--- src/rtl/boot_pkg.sv ---
// Shared types and default geometry for the descriptor-driven boot engine.
// Descriptor layout, MSB first: type | src | dst | len.
package boot_pkg;

  localparam int P_DW     = 32;
  localparam int P_ROM_AW = 8;
  localparam int P_MEM_AW = 14;
  localparam int P_IM_AW  = 10;
  localparam int P_DM_AW  = 12;
  localparam int P_LEN_W  = 8;
  localparam int P_ROM_DW = 2 + P_MEM_AW + P_DM_AW + P_LEN_W;

  localparam int LEN_LSB  = 0;
  localparam int DST_LSB  = P_LEN_W;
  localparam int SRC_LSB  = P_LEN_W + P_DM_AW;
  localparam int TYPE_LSB = P_LEN_W + P_DM_AW + P_MEM_AW;

  typedef enum logic [1:0] {
    D_END = 2'b00,
    D_IM  = 2'b01,
    D_DM  = 2'b10,
    D_ILL = 2'b11
  } desc_type_e;

  typedef enum logic [2:0] {
    S_IDLE,
    S_DREQ,
    S_DWAIT,
    S_DECODE,
    S_COPY,
    S_DRAIN,
    S_DONE,
    S_ERR
  } state_e;

endpackage

--- src/rtl/boot_desc_dec.sv ---
// Splits a latched descriptor into its fields and flags any descriptor whose
// source or destination window would run past the end of its memory.
module boot_desc_dec
  import boot_pkg::*;
#(
  parameter int ROM_DW = P_ROM_DW,
  parameter int MEM_AW = P_MEM_AW,
  parameter int IM_AW  = P_IM_AW,
  parameter int DM_AW  = P_DM_AW,
  parameter int LEN_W  = P_LEN_W
) (
  input  logic [ROM_DW-1:0] desc_i,
  output desc_type_e        dtype_o,
  output logic [MEM_AW-1:0] src_o,
  output logic [DM_AW-1:0]  dst_o,
  output logic [LEN_W-1:0]  len_o,
  output logic              err_o
);

  localparam int DST_B  = LEN_W;
  localparam int SRC_B  = LEN_W + DM_AW;
  localparam int TYPE_B = LEN_W + DM_AW + MEM_AW;

  logic [31:0] src_end;
  logic [31:0] dst_end;
  logic        src_bad;
  logic        im_bad;
  logic        dm_bad;

  assign dtype_o = desc_type_e'(desc_i[TYPE_B +: 2]);
  assign src_o   = desc_i[SRC_B +: MEM_AW];
  assign dst_o   = desc_i[DST_B +: DM_AW];
  assign len_o   = desc_i[0 +: LEN_W];

  // 32-bit sums so an end address one past the top is seen, not wrapped
  assign src_end = 32'(src_o) + 32'(len_o) + 32'd1;
  assign dst_end = 32'(dst_o) + 32'(len_o) + 32'd1;

  assign src_bad = src_end > (32'd1 << MEM_AW);
  assign im_bad  = (dst_o[DM_AW-1:IM_AW] != '0) || (dst_end > (32'd1 << IM_AW));
  assign dm_bad  = dst_end > (32'd1 << DM_AW);

  always_comb begin
    err_o = 1'b0;
    unique case (dtype_o)
      D_END:   err_o = 1'b0;
      D_IM:    err_o = im_bad || src_bad;
      D_DM:    err_o = dm_bad || src_bad;
      default: err_o = 1'b1;
    endcase
  end

endmodule

--- src/rtl/boot_loader.sv ---
// Boot engine: walks the ROM descriptor table and streams MEMORY words into
// IM or DM one per cycle, then reports done or error until the next reset.
//
// state  | meaning
// IDLE   | waiting for system_enable
// DREQ   | ROM read of descriptor idx
// DWAIT  | ROM data returns, latched into desc_q
// DECODE | END / error / start copy
// COPY   | one MEM read per cycle, write of previous read's data
// DRAIN  | final write, advance idx
// DONE   | table finished cleanly, sticky
// ERR    | bad descriptor or table overrun, sticky
module boot_loader
  import boot_pkg::*;
#(
  parameter int DW     = P_DW,
  parameter int ROM_AW = P_ROM_AW,
  parameter int ROM_DW = P_ROM_DW,
  parameter int MEM_AW = P_MEM_AW,
  parameter int IM_AW  = P_IM_AW,
  parameter int DM_AW  = P_DM_AW,
  parameter int LEN_W  = P_LEN_W
) (
  input  logic              clk_i,
  input  logic              rst_ni,
  input  logic              system_enable_i,
  output logic              rom_enable_o,
  output logic              rom_read_o,
  output logic [ROM_AW-1:0] rom_address_o,
  input  logic [ROM_DW-1:0] rom_out_i,
  output logic              MEM_en_o,
  output logic              MEM_read_o,
  output logic              MEM_write_o,
  output logic [MEM_AW-1:0] MEM_addr_o,
  input  logic [DW-1:0]     MEM_data_i,
  output logic              IM_enable_o,
  output logic              IM_write_o,
  output logic [IM_AW-1:0]  IM_address_o,
  output logic [DW-1:0]     IM_in_o,
  output logic              DM_enable_o,
  output logic              DM_write_o,
  output logic [DM_AW-1:0]  DM_address_o,
  output logic [DW-1:0]     DM_in_o,
  output logic              boot_busy_o,
  output logic              boot_done_o,
  output logic              boot_err_o,
  output logic [15:0]       word_cnt_o
);

  state_e              state_q;
  logic [ROM_AW-1:0]   idx_q;
  logic [ROM_DW-1:0]   desc_q;
  logic                tgt_dm_q;
  logic [LEN_W-1:0]    remain_q;
  logic [DM_AW-1:0]    wr_ptr_q;
  logic [DM_AW-1:0]    wr_addr_q;
  logic                rom_rd_q;
  logic [ROM_AW-1:0]   rom_addr_q;
  logic                mem_rd_q;
  logic [MEM_AW-1:0]   mem_addr_q;
  logic                im_wr_q;
  logic                dm_wr_q;
  logic                busy_q;
  logic                done_q;
  logic                err_q;
  logic [15:0]         word_cnt_q;
  logic [15:0]         word_cnt_d;

  desc_type_e          dec_type;
  logic [MEM_AW-1:0]   dec_src;
  logic [DM_AW-1:0]    dec_dst;
  logic [LEN_W-1:0]    dec_len;
  logic                dec_err;

  boot_desc_dec #(
    .ROM_DW (ROM_DW),
    .MEM_AW (MEM_AW),
    .IM_AW  (IM_AW),
    .DM_AW  (DM_AW),
    .LEN_W  (LEN_W)
  ) u_dec (
    .desc_i  (desc_q),
    .dtype_o (dec_type),
    .src_o   (dec_src),
    .dst_o   (dec_dst),
    .len_o   (dec_len),
    .err_o   (dec_err)
  );

  assign word_cnt_d = (word_cnt_q == 16'hFFFF) ? word_cnt_q : word_cnt_q + 16'd1;

  always_ff @(posedge clk_i or negedge rst_ni) begin
    if (!rst_ni) begin
      state_q    <= S_IDLE;
      idx_q      <= '0;
      desc_q     <= '0;
      tgt_dm_q   <= 1'b0;
      remain_q   <= '0;
      wr_ptr_q   <= '0;
      wr_addr_q  <= '0;
      rom_rd_q   <= 1'b0;
      rom_addr_q <= '0;
      mem_rd_q   <= 1'b0;
      mem_addr_q <= '0;
      im_wr_q    <= 1'b0;
      dm_wr_q    <= 1'b0;
      busy_q     <= 1'b0;
      done_q     <= 1'b0;
      err_q      <= 1'b0;
      word_cnt_q <= '0;
    end else begin
      unique case (state_q)
        S_IDLE: begin
          if (system_enable_i) begin
            state_q    <= S_DREQ;
            busy_q     <= 1'b1;
            rom_rd_q   <= 1'b1;
            rom_addr_q <= idx_q;
          end
        end
        S_DREQ: begin
          rom_rd_q <= 1'b0;
          state_q  <= S_DWAIT;
        end
        S_DWAIT: begin
          desc_q  <= rom_out_i;
          state_q <= S_DECODE;
        end
        S_DECODE: begin
          if (dec_type == D_END) begin
            state_q <= S_DONE;
            done_q  <= 1'b1;
            busy_q  <= 1'b0;
          end else if (dec_err) begin
            state_q <= S_ERR;
            err_q   <= 1'b1;
            busy_q  <= 1'b0;
          end else begin
            tgt_dm_q   <= (dec_type == D_DM);
            remain_q   <= dec_len;
            wr_ptr_q   <= dec_dst;
            mem_rd_q   <= 1'b1;
            mem_addr_q <= dec_src;
            state_q    <= S_COPY;
          end
        end
        S_COPY: begin
          // The read issued this cycle lands next cycle, so its write is set up now
          wr_addr_q  <= wr_ptr_q;
          wr_ptr_q   <= wr_ptr_q + DM_AW'(1);
          im_wr_q    <= !tgt_dm_q;
          dm_wr_q    <= tgt_dm_q;
          word_cnt_q <= word_cnt_d;
          if (remain_q == '0) begin
            mem_rd_q <= 1'b0;
            state_q  <= S_DRAIN;
          end else begin
            remain_q   <= remain_q - LEN_W'(1);
            mem_addr_q <= mem_addr_q + MEM_AW'(1);
          end
        end
        S_DRAIN: begin
          im_wr_q <= 1'b0;
          dm_wr_q <= 1'b0;
          if (idx_q == '1) begin
            state_q <= S_ERR;
            err_q   <= 1'b1;
            busy_q  <= 1'b0;
          end else begin
            idx_q      <= idx_q + ROM_AW'(1);
            rom_rd_q   <= 1'b1;
            rom_addr_q <= idx_q + ROM_AW'(1);
            state_q    <= S_DREQ;
          end
        end
        S_DONE, S_ERR: begin
          state_q <= state_q;
        end
        default: state_q <= S_IDLE;
      endcase
    end
  end

  assign rom_enable_o  = rom_rd_q;
  assign rom_read_o    = rom_rd_q;
  assign rom_address_o = rom_addr_q;
  assign MEM_en_o      = mem_rd_q;
  assign MEM_read_o    = mem_rd_q;
  assign MEM_write_o   = 1'b0;
  assign MEM_addr_o    = mem_addr_q;
  assign IM_enable_o   = im_wr_q;
  assign IM_write_o    = im_wr_q;
  assign IM_address_o  = wr_addr_q[IM_AW-1:0];
  assign IM_in_o       = im_wr_q ? MEM_data_i : '0;
  assign DM_enable_o   = dm_wr_q;
  assign DM_write_o    = dm_wr_q;
  assign DM_address_o  = wr_addr_q;
  assign DM_in_o       = dm_wr_q ? MEM_data_i : '0;
  assign boot_busy_o   = busy_q;
  assign boot_done_o   = done_q;
  assign boot_err_o    = err_q;
  assign word_cnt_o    = word_cnt_q;

endmodule

--- config.mk ---
export PLATFORM = sky130hd
export DESIGN_NAME = boot_loader
export DESIGN_NICKNAME = d
export VERILOG_FILES = /design/src/rtl/boot_pkg.sv /design/src/rtl/boot_desc_dec.sv /design/src/rtl/boot_loader.sv
export SDC_FILE = /design/constraint.sdc
export NUM_CORES = 1
export LEC_CHECK = 0
export CAP_MARGIN = 10
export CORE_ASPECT_RATIO = 1.5
export CORE_MARGIN = 2
export CORE_UTILIZATION = 47
export CTS_CLUSTER_DIAMETER = 40
export DETAILED_ROUTE_END_ITERATION = 10
export PLACE_DENSITY_LB_ADDON = 0.1
export SLEW_MARGIN = 20
export SYNTH_ARGS = -nofsm -noshare
export SYNTH_HDL_FRONTEND = slang
export SYNTH_SLANG_ARGS = --single-unit
--- constraint.sdc ---
create_clock -name clk_i -period 6.9 [get_ports clk_i]
set_clock_uncertainty 0.2 [all_clocks]
set_input_delay 1.38 -clock clk_i [delete_from_list [all_inputs] [get_ports clk_i]]
set_output_delay 1.38 -clock clk_i [all_outputs]
set_load 0.01 [all_outputs]
==> impl_metrics.toml <==
[outcome]
outcome = "complete, no violations"

[global_routing]
grt_use_total = 0.239
wire_length_of_the_first_global_routing_pass_um = 29700
gr-total-overflow = 0
grt_antenna_before_repair = 0
grt_start_max_net_pins = 70
first_global_vias = 5996

[clock_tree]
total_number_of_clock_tree_sinks = 125
tritoncts = "done"
tritoncts.num_buffers = 17
worst_setup_hold_path_clk_slew_ns = 0.05
cts_root_buf = "sky130_fd_sc_hd__clkbuf_16"
clockBufferDepth = 2
cts_resized = 0
cts-hold-fix-buffers = 0
cts_setup_buffers = 0
worst_skew_pair.late_latency_ns = 0.41
cts_max_level = 4

[die]
ioPinCount = 207
die_x_um = 103
core.rowCount = 54
core_area_um2 = 14500
initial_utilization = 0.480
fp.dieArea_um2 = 15800
die_h_um = 153

[sta]
final.period_utilization = 0.604
period_needed_ns = 4.17
rsz_0062_raised_after_global_routing = "no"
final_slew_viol_count = 0
finalSetupViolCount = 0
achievable-frequency_mhz = 240
fin_setup_tns_ns = 0
finalHoldViolCount = 0
maxSlewHeadroom = 0.320
tightest_slew_ns = 1.02

[route]
avgViaCountPerCell = 5.53
remaining_drc_errors = 0
drtPass1Iterations = 5
wl_per_cell_um = 17.0
detail_route.wirelength_um = 18600
route.vias.total = 6043
drt_first_iter_violations = 253
postRouteAntennaNets = 0

[power]
irDropWorstVdd_uv = 276
pwr-share-seq = 0.351
power.density_cell_area_nw_per_um2 = 424
total_leakage_power_nw = 3.96
power.combinational.fraction = 0.411
internal-power_w = 0.00260
switching_share = 0.367
clock_power_share = 0.237
netsw_w = 0.00150
power_w = 0.00410

[worst_setup_path]
worstSetupPathType = "in2out"
worst_setup_path_start_kind = "input port"
timing.rr.start = "desc_q[20]"
setup.reg_to_reg.worst_slack_ns = 3.95
crit_fanout = 2
critical_path_required_ns = 5.32
worst-r2r-cell-count = 9
critPathCaptureType = "output port"
worst_ep_arrival_time_ns = 2.59
reg2reg_to = "MEM_addr_o[9]"

[final_layout]
layout.cells.most_common_list = "sky130_fd_sc_hd__clkdlybuf4s50_1 (204), sky130_fd_sc_hd__dfrtp_1 (125), sky130_fd_sc_hd__nand2_1 (99)"
post_route_cells_drive_above_1_share = 0.119
flow.area_growth_from_synthesis_pct = 38.5
diodes_inserted = 0
finish.net_count = 979
final_common_cell = "sky130_fd_sc_hd__clkdlybuf4s50_1"

[place]
port_buffers = 205
routabilityCongestion = 0.820
post_dp_hpwl_um = 14000

[synth]
asyncSetResetFlopFracSynth = 1.00
yosys_register_bits = 125
synthFlopType = "sky130_fd_sc_hd__dfrtp_1"
synthesized_netlist_net_count = 802
count_of_distinct_cell_types_in_the_synthesized_netlist = 70
post_synth_inst_count = 707
yosys_warnings = 0
postSynthAreaPerCell_um2 = 9.86
synth_edf_count = 0
synth-seq-area-share = 0.449
netlist_area_um2 = 6970

[hold_path]
min_from = "boot_err_o"
min_delay_worst_endpoint = "boot_err_o"
min_path_cells = 1
hold_class = "reg2reg"

[job]
drv.max_cap_violation_count = 0
## area by class of cell
class                      count  area [um^2]
sequential                   125         3130
multi-input combinational    516         3500
clock buffer                  23          498
fill                        1189         4870
timing repair buffer         208         2070
clock inverter                 9          156
tap                          196          245
inverter                      16         60.1
## Yosys cell counts (2+ instances only)
library cell / number / area, um^2
sky130_fd_sc_hd__dfrtp_1: 125 / 3130
sky130_fd_sc_hd__nand2_1: 99 / 372
sky130_fd_sc_hd__and2_1: 64 / 400
sky130_fd_sc_hd__nor2_1: 47 / 176
sky130_fd_sc_hd__a21oi_1: 38 / 190
sky130_fd_sc_hd__mux2_2: 34 / 383
sky130_fd_sc_hd__nand3_1: 32 / 160
sky130_fd_sc_hd__ha_1: 22 / 275
sky130_fd_sc_hd__inv_1: 16 / 60.1
sky130_fd_sc_hd__buf_2: 15 / 75.1
sky130_fd_sc_hd__buf_4: 15 / 113
sky130_fd_sc_hd__clkbuf_1: 15 / 56.3
sky130_fd_sc_hd__nor3_1: 15 / 75.1
sky130_fd_sc_hd__o21ai_0: 15 / 75.1
sky130_fd_sc_hd__xnor2_1: 14 / 123
sky130_fd_sc_hd__nand4_1: 12 / 75.1
sky130_fd_sc_hd__o221ai_2: 10 / 150
sky130_fd_sc_hd__o211ai_1: 9 / 67.6
sky130_fd_sc_hd__xor2_1: 9 / 78.8
sky130_fd_sc_hd__o221ai_1: 7 / 61.3
sky130_fd_sc_hd__and3_1: 6 / 37.5
sky130_fd_sc_hd__and4_1: 6 / 52.6
sky130_fd_sc_hd__o31ai_1: 6 / 45.0
sky130_fd_sc_hd__a31oi_1: 5 / 31.3
sky130_fd_sc_hd__buf_6: 4 / 45.0
sky130_fd_sc_hd__nor4_1: 4 / 25.0
sky130_fd_sc_hd__a211o_1: 3 / 26.3
sky130_fd_sc_hd__a32oi_1: 3 / 26.3
sky130_fd_sc_hd__nand2b_1: 3 / 18.8
sky130_fd_sc_hd__nand3b_1: 3 / 22.5
sky130_fd_sc_hd__o21a_1: 3 / 22.5
sky130_fd_sc_hd__or2_2: 3 / 18.8
sky130_fd_sc_hd__a211oi_2: 2 / 25.0
sky130_fd_sc_hd__a311o_1: 2 / 20.0
sky130_fd_sc_hd__fa_1: 2 / 40.0
sky130_fd_sc_hd__nand3_2: 2 / 20.0
sky130_fd_sc_hd__nor2b_1: 2 / 12.5
sky130_fd_sc_hd__nor3_2: 2 / 20.0
sky130_fd_sc_hd__nor3b_1: 2 / 15.0
## worst max path at each step
stage                        start           to  slack [ns]
floorplan            MEM_data_i[0]   DM_in_o[0]        3.78
global placement    MEM_data_i[13]  DM_in_o[13]        2.71
detailed placement  MEM_data_i[13]  DM_in_o[13]        2.72
CTS                 MEM_data_i[13]  DM_in_o[13]        2.72
global route        MEM_data_i[13]  DM_in_o[13]        2.67
finish              MEM_data_i[13]  DM_in_o[13]        2.73
## metrics by stage
stage               utilization  worst slack, ns  cells  hold slack (ns)  instance area [um^2]
detailed placement        0.620             2.72   1061            0.261                  9000
global route              0.665             2.67   1093            0.297                  9660
finish                    0.665             2.73   1093            0.269                  9660
floorplan                     -             3.78    707            0.251                  6970
global placement          0.620             2.71   1061            0.253                  9000
CTS                       0.665             2.72   1093            0.274                  9660
## power groups by stage
stage          Clock [W]  Sequential (W)  Combinational (W)
2_1_floorplan          0         0.00133            0.00103
3_3_place_gp           0         0.00143            0.00164
3_5_place_dp           0         0.00145            0.00169
4_1_cts         0.000984         0.00144            0.00171
5_1_grt          0.00102         0.00149            0.00186
6_report        0.000973         0.00144            0.00168
## layer usage
metal  wire length, um  global-route usage
met2              9880               0.427
met4               491              0.0896
met1              6980               0.273
met3              1280              0.0480
met5                 0                   0
## critical path, cell delays in order
cell and delay (ns):
sky130_fd_sc_hd__clkdlybuf4s50_1 0.47, sky130_fd_sc_hd__and2_1 0.18, sky130_fd_sc_hd__clkdlybuf4s50_1 0.55
## sequential cells by signal, indices dropped and copies added (netlist names), 3 cells and up
register,cells
remain_q,8
desc_q,36
state_q,3
MEM_addr_o,14
idx_q,8
DM_address_o,12
rom_address_o,8
word_cnt_o,16
wr_ptr_q,12
## cells by family after synthesis
kind of cell               synth area share
xor gates and xnor gates             0.0289
adders and majority gates            0.0452
other                              0.000538
AOI/OAI and AO/OA                     0.139
muxes                                0.0580
and+or+nand+nor                       0.229
DFF                                   0.449
buffers and inverters                0.0506
Power figures use the tool's default switching activity.
